===== src/rtl/bus_pkg.sv =====
// Shared types and defaults for the two-master bus arbiter.
// Holds the FSM state encoding and default bus widths.
package bus_pkg;

   localparam int ADDR_W_DEF = 16;
   localparam int DATA_W_DEF = 16;

   typedef enum logic [1:0] {
      IDLE   = 2'd0,
      GRANT0 = 2'd1,
      GRANT1 = 2'd2
   } state_t;

endpackage


===== src/rtl/rr_select.sv =====
// Two-way round-robin pick: a lone requester wins,
// a tie goes to the master that was not served last.
module rr_select (
   input  logic [1:0] i_req,
   input  logic       i_last,
   output logic       o_grant,
   output logic       o_valid
);

   // Tie-break against the last-served master
   always_comb begin
      o_valid = |i_req;
      o_grant = (&i_req) ? ~i_last : i_req[1];
   end

endmodule


===== src/rtl/bus_arbiter.sv =====
// Arbitrates two Avalon-style masters onto one shared bus,
// with per-master completed-transfer counters.
module bus_arbiter
   import bus_pkg::*;
#(
   parameter int ADDR_W = ADDR_W_DEF,
   parameter int DATA_W = DATA_W_DEF
) (
   input  logic              Clock,
   input  logic              Reset,
   input  logic              M0_Read,
   input  logic              M0_Write,
   input  logic [ADDR_W-1:0] M0_Addr,
   input  logic [DATA_W-1:0] M0_WrData,
   output logic [DATA_W-1:0] M0_RdData,
   output logic              M0_Waitreq,
   input  logic              M1_Read,
   input  logic              M1_Write,
   input  logic [ADDR_W-1:0] M1_Addr,
   input  logic [DATA_W-1:0] M1_WrData,
   output logic [DATA_W-1:0] M1_RdData,
   output logic              M1_Waitreq,
   output logic              S_Read,
   output logic              S_Write,
   output logic [ADDR_W-1:0] S_Addr,
   output logic [DATA_W-1:0] S_WrData,
   input  logic [DATA_W-1:0] S_RdData,
   input  logic              S_Waitreq,
   output logic [15:0]       Cnt0,
   output logic [15:0]       Cnt1
);

   state_t      r_state;
   state_t      w_state_nxt;
   logic        r_last;
   logic [15:0] r_cnt0;
   logic [15:0] r_cnt1;

   logic [1:0]  w_req;
   logic        w_cur;
   logic        w_done;
   logic        w_last_sel;
   logic        w_gnt;
   logic        w_vld;

   assign w_req      = {M1_Read | M1_Write,
                        M0_Read | M0_Write};
   assign w_cur      = (r_state == GRANT1);
   assign w_done     = (S_Read | S_Write) & ~S_Waitreq;
   // A completing master becomes "last" for the re-pick
   assign w_last_sel = w_done ? w_cur : r_last;

   assign M0_RdData  = S_RdData;
   assign M1_RdData  = S_RdData;
   assign Cnt0       = r_cnt0;
   assign Cnt1       = r_cnt1;

   rr_select u_sel (
      .i_req   (w_req),
      .i_last  (w_last_sel),
      .o_grant (w_gnt),
      .o_valid (w_vld)
   );

   // Route the granted master to the slave; write wins over read
   always_comb begin
      S_Read     = 1'b0;
      S_Write    = 1'b0;
      S_Addr     = '0;
      S_WrData   = '0;
      M0_Waitreq = 1'b1;
      M1_Waitreq = 1'b1;
      unique case (r_state)
         GRANT0: begin
            S_Read     = M0_Read & ~M0_Write;
            S_Write    = M0_Write;
            S_Addr     = M0_Addr;
            S_WrData   = M0_WrData;
            M0_Waitreq = S_Waitreq;
         end
         GRANT1: begin
            S_Read     = M1_Read & ~M1_Write;
            S_Write    = M1_Write;
            S_Addr     = M1_Addr;
            S_WrData   = M1_WrData;
            M1_Waitreq = S_Waitreq;
         end
         default: ;
      endcase
   end

   // Next grant: hold through stalls, re-pick on completion
   always_comb begin
      w_state_nxt = r_state;
      unique case (r_state)
         IDLE: begin
            if (w_vld)
               w_state_nxt = w_gnt ? GRANT1 : GRANT0;
         end
         GRANT0, GRANT1: begin
            if (w_done)
               w_state_nxt = !w_vld ? IDLE
                           : (w_gnt ? GRANT1 : GRANT0);
            else if (!w_req[w_cur])
               w_state_nxt = IDLE;
         end
         default: w_state_nxt = IDLE;
      endcase
   end

   // State, last-served pointer and completion counters
   always_ff @(posedge Clock) begin
      if (Reset) begin
         r_state <= IDLE;
         r_last  <= 1'b1;
         r_cnt0  <= 16'd0;
         r_cnt1  <= 16'd0;
      end else begin
         r_state <= w_state_nxt;
         if (w_done) begin
            r_last <= w_cur;
            if (w_cur)
               r_cnt1 <= r_cnt1 + 16'd1;
            else
               r_cnt0 <= r_cnt0 + 16'd1;
         end
      end
   end

endmodule


===== config.mk =====
export PLATFORM = sky130hd
export DESIGN_NAME = bus_arbiter
export DESIGN_NICKNAME = d
export VERILOG_FILES = /design/src/rtl/bus_pkg.sv /design/src/rtl/rr_select.sv /design/src/rtl/bus_arbiter.sv
export SDC_FILE = /design/constraint.sdc
export NUM_CORES = 1
export LEC_CHECK = 0
export BUFFER_PORTS_ARGS = -buffer_cell sky130_fd_sc_hd__buf_2
export CAP_MARGIN = 20
export CORE_MARGIN = 2
export CORE_UTILIZATION = 43
export CTS_BUF_LIST = sky130_fd_sc_hd__clkbuf_8
export DETAILED_ROUTE_END_ITERATION = 7
export GPL_TIMING_DRIVEN = 0
export PLACE_DENSITY = 0.8
export SYNTH_ARGS = -nofsm -noshare
export SYNTH_HDL_FRONTEND = slang
export SYNTH_SLANG_ARGS = --single-unit

===== constraint.sdc =====
create_clock -name Clock -period 2.45 [get_ports Clock]
set_input_delay 0.3675 -clock Clock [delete_from_list [all_inputs] [get_ports Clock]]
set_output_delay 0.3675 -clock Clock [all_outputs]
set_load 0.05 [all_outputs]

==> Yosys cells after proc, flatten, opt, wreduce, memory -nomap -nowiden <==
Index checks and enable logic that the tools add are counted.
{ "op_classes": {"add_sub_neg": 2, "order_cmp": 1, "n_eq_ne": 4, "n_mux": 16, "bitwise_logic": 11, "reduce_logical": 7} }
{ "ops": {"columns": ["cell", "count"], "rows": [
  ["case mux 16 bit (2 select lines)", 2],
  ["adder 16 x 1 -> 16 bit, second input constant", 2],
  ["2-to-1 mux 2 bit", 5],
  ["AND reduction 2 bit", 4],
  ["2-to-1 mux 1 bit", 6],
  ["inverter 1 bit", 5],
  ["case mux 1 bit (2 select lines)", 2],
  ["case mux 2 bit (2 select lines)", 1],
  ["OR reduction 2 bit", 2],
  ["AND 1 bit", 3],
  ["!= test 3 bit, second input constant", 1],
  ["bitwise OR 1 bit", 3],
  ["equality test 2 x 1 -> 1 bit, second input constant", 1],
  ["equality test 2 bit, second input constant", 1],
  ["zero test 2 bit", 1],
  ["< comparator 1 x 2 -> 1 bit, second input constant", 1],
  ["!= test 2 bit, second input constant", 1]
]} }
{ "totals": {"regBits": 35, "in_bits": 87, "output_inout_bits": 100, "wordCells": 45} }

==> Longest topological paths before layout <==
{ "depth": {"word_depth": 12, "mapped_depth": 10, "mapped_depth_nobuf": 7} }

==> Cells and area by module <==
A second synthesis with hierarchy kept.
{ "unflattened": {"cells_unflattened": 313, "hier_area_um2": 2492.4} }
{ "modules_own_cells": {"columns": ["mod", "n_inst", "cells_each", "area_per_inst_um2", "seq_area_each_um2"], "rows": [
  ["bus_arbiter", 1, 311, 2478.6, 700.7],
  ["rr_select", 1, 2, 13.8, 0.0]
]} }

==> Least setup slack after synthesis <==
OpenSTA, ideal clock, no wires.
{ "synth_timing": {"path_type": "register to output", "from": "reg r_state[0]", "to": "out S_Addr[0]", "arrival_time_ps": 2057, "required_ps": 2082, "path_slack_ps": 25, "stages_incl_launch_ff": 8, "path_cell_list": "dfxtp_1 > inv_1 > ha_1 > buf_6 > clkbuf_1 > clkbuf_1 > a22oi_1 > nor2_1"} }
{ "synth_via": {"elab_chain_len": 2, "elab_cells_between_ends": 3} }
{ "synth_rtl": {"columns": ["element", "line", "rtl"], "rows": [
  ["start, declared", "bus_arbiter.sv:33", "state_t r_state;"],
  ["start signal, assigned", "bus_arbiter.sv:119", "r_state <= w_state_nxt;"],
  ["equality test 2 bit / equality test 2 x 1 -> 1 bit (equally long branches)", "bus_arbiter.sv:73", "unique case (r_state)"],
  ["case mux 16 bit (2 select lines) *", "bus_arbiter.sv:73", null],
  ["end, declared", "bus_arbiter.sv:25", "output logic [ADDR_W-1:0] S_Addr,"]
]} }
Mark *: on every way between the ends. The rest lies on a longest branch, timed or not.

==> Worst setup path in the final report <==
{ "layout_timing": {"from": "reg r_state[0]", "to": "out S_WrData[6]"} }
{ "layout_via": {"elab_chain_len": 2, "elab_cells_between_ends": 3} }
{ "layout_rtl": {"columns": ["element", "line", "rtl"], "rows": [
  ["equality test 2 bit / equality test 2 x 1 -> 1 bit (equally long branches)", "bus_arbiter.sv:73", null],
  ["case mux 16 bit (2 select lines) *", "bus_arbiter.sv:73", null],
  ["end, declared", "bus_arbiter.sv:26", "output logic [DATA_W-1:0] S_WrData,"]
]} }
Marked as above.

==> results.md <==
* # DRC at 0
* Worst Path Class, Setup: reg2out
* Starting density of the core at 0.444
* Pre-CTS worst setup slack at -0.0170 ns
* PwrDens at 648 mW/mm2
* Async S/R FF share, synth at 0
* Setup bufs post-CTS at 0
* CTS sink count at 35
* Clk root buf: clkbuf_8
* Vias per cell at 5.05
* Post-route setup slack at 0.163 ns
* Mapped Nets at 406
* Share of cells above drive strength 1 at 0.489
* Average cell area after synthesis at 8.35 um2
* Detailed placement HPWL at 6430 um
* RSZ-0062 raised after global routing: false
* Least-Margin Pin Slew at 0.548 ns
* FP Rows at 28
* PortBufs at 170
* DRT antenna net count at 0
* Post-synthesis instance area at 0.00262 mm2
* Min Clock Period, post-route at 2.29 ns
* Slew Limit Fails at 0
* Largest net degree at the start of global routing at 18
* CP arrival at 1.92 ns
* Non-filler cells, final at 564
* Horiz. Die Dim at 82.0 um
* Antenna violations before repair at 0
* Hold Vio Cnt, Final at 0
* Crit path capture type: output pin
* CP required at 2.08 ns
* Sum of negative setup slack at 0 ns
* Cell variety after synth at 47
* Final period util at 0.934
* Max frequency at 437 MHz
* Family with the most delay on the worst path: buffers and inverters
* Vias in the first global route at 2697
* DRT Pass-1 Iters at 4
* Setup violations, final at 0
* CTS Hold Bufs at 0
* Warnings from Yosys at 0
* NumNets Final at 581
* Tot GR Track Use at 0.233
* Placed Area at 0.00356 mm2
* Top cells by area, synth: dfxtp_1, nor2_1, buf_4
* Yosys reg bits at 35
* Post-synthesis sequential area ratio at 0.268
* Post-synth EDFFs at 0
* Routed WL at 7720 um
* DR iter-0 viols at 84
* Top_reg_cell synth: dfxtp_1
* Startpoint Class: flip-flop
* Max VDD drop at 435 uV
* CORE AREA at 0.00589 mm2
* Clk Latency, worst-skew pair at 0.30 ns
* CP max-delay cell: dfxtp_1
* First-pass GRT wire length at 12300 um
* Gr ovfl total at 0
* Clk pin slew, worst setup/hold paths at 0.07 ns
* Leakage power at 1.84 nW
* Synth-to-Final Area Change at 39.9%
* Final instance area at 0.00366 mm2
* DR WL/cell at 13.7 um
* Post-Place Cells at 558
* Worst path max stage delay at 0.36 ns
* Antenna fix cells at 0
* Post-synth top area cell: dfxtp_1
* I/O pin count at 187
* PnR Total Power at 2.37 mW
* Slew headroom at 0.635
* Final GP Congestion at 0.839
* Max Root-Sink Buffers at 2
* Largest fanout on the critical path at 10
* H-tree depth at 2
* Mapped Cells at 313
* WP buf/inv at 4
* Number of fill cells at 551
* DIE HEIGHT at 82.0 um
* Status: completed
* Die area at 0.00672 mm2
* Maxcap violations at 0
* Routed vias at 2851
* Clk_skew at 0.00396 ns
* Cell chain of the critical path: inv_1, ha_1, inv_2, clkbuf_1, nor2_1, buf_2
* CTS tree: done
* Hold WC Path Type: in2reg
* Number of CTS-inserted buffers at 5
* Share of the synthesized area in the top cell type at 0.268
[worst paths after layout]
path,slack [ns],from,cells after the start,endpoint
min,0.44,Reset,3,r_state[1]$_SDFFE_PP0P_
max,0.16,r_state[0]$_SDFFE_PP0P_,6,S_WrData[6]
max reg2reg,0.28,r_state[0]$_SDFFE_PP0P_,9,Cnt1[13]$_SDFFE_PP0P_
min reg2reg,0.51,r_last$_SDFF_PP1_,2,r_last$_SDFF_PP1_
[cells by family (layout without fill, tap and decap cells)]
family,count (synthesis),after routing,synth area share
simple gates,136,136,0.319
buf+inv,58,234,0.149
compound gates,49,49,0.137
flops,35,35,0.268
xor+xnor,27,27,0.0904
fa+ha+maj,6,6,0.0287
mux,2,2,0.00813
[worst reg2reg max path, delay by kind of cell, from the launching register on]
family / cells / cell delay, ns
AOI/OAI and AO/OA: 3 / 0.48
and+or+nand+nor: 1 / 0.40
DFF: 1 / 0.33
buffers and inverters: 4 / 0.67
adders and majority gates: 1 / 0.17
[registers in the layout (all words and copies together), names as in the netlist]
register  flops
Cnt1         16
Cnt0         16
r_last        1
r_state       2
[area by class of cell]
type,instances,area (um2),share of cell area
repair buffers,170,851,0.233
inverters,5,18.8,0.00513
clock buffers,7,96.3,0.0263
flip-flops and latches,35,701,0.192
multi-input cells,220,1520,0.417
well taps,75,93.8,0.0256
clock inverters,1,3.75,0.00103
plain buffers,51,370,0.101
[cells in the mapped netlist (3+ instances only)]
| library cell | n |
|---|---|
| nand2_1 | 12 |
| inv_1 | 4 |
| buf_1 | 3 |
| nand4b_1 | 3 |
| nand4_1 | 4 |
| buf_4 | 33 |
| and4_1 | 3 |
| xnor2_1 | 27 |
| dfxtp_1 | 35 |
| a22oi_1 | 32 |
| nor4_4 | 4 |
| nor3_1 | 10 |
| clkbuf_1 | 10 |
| nor3b_1 | 4 |
| nor2_1 | 71 |
| o21ai_0 | 6 |
| ha_1 | 6 |
| nand3_1 | 7 |
| nor4b_4 | 5 |
[report_power, final]
group | leakage [nW] | total, mW | internal [mW] | switching (mW)
logic | 1.50 | 1.31 | 0.369 | 0.937
registers | 0.282 | 0.597 | 0.584 | 0.0135
clock network | 0.0557 | 0.468 | 0.252 | 0.215
total | 1.84 | 2.37 | 1.21 | 1.17
[cells in the final DEF, fill, tap and decap left out, types with 6 or more instances in the layout]
| cell type | n |
|---|---|
| a22oi_1 | 32 |
| buf_2 | 172 |
| buf_4 | 33 |
| clkbuf_8 | 8 |
| dfxtp_1 | 35 |
| ha_1 | 6 |
| nand2_1 | 12 |
| nand3_1 | 7 |
| nor2_1 | 71 |
| nor3_1 | 10 |
| o21ai_0 | 6 |
| xnor2_1 | 27 |
[layer usage]
metal  share of wire  routed length [um]  vias up  track usage
li1                -                   -     1415            -
met1            0.37                2820     1292        0.253
met2            0.53                4110      124        0.430
met3           0.073                 564       20       0.0582
met4           0.029                 226        0       0.0917
met5               0                   0        -            0
[metrics by stage]
| step | utilization | hold WS (ns) |
|---|---|---|
| 6_report | 0.622 | 0.436 |
| 5_1_grt | 0.622 | 0.455 |
| 4_1_cts | 0.621 | 0.435 |
| 3_5_place_dp | 0.605 | 0.494 |
| 3_3_place_gp | 0.605 | 0.487 |
| 2_1_floorplan | - | 0.463 |
[what timing repair did]
item / in CTS / in global routing
gates resized for setup: 0 / 8
pin swaps: 0 / 0
endpoints found under the setup margin: 30 / 30
(Power assumes the default switching activity.)
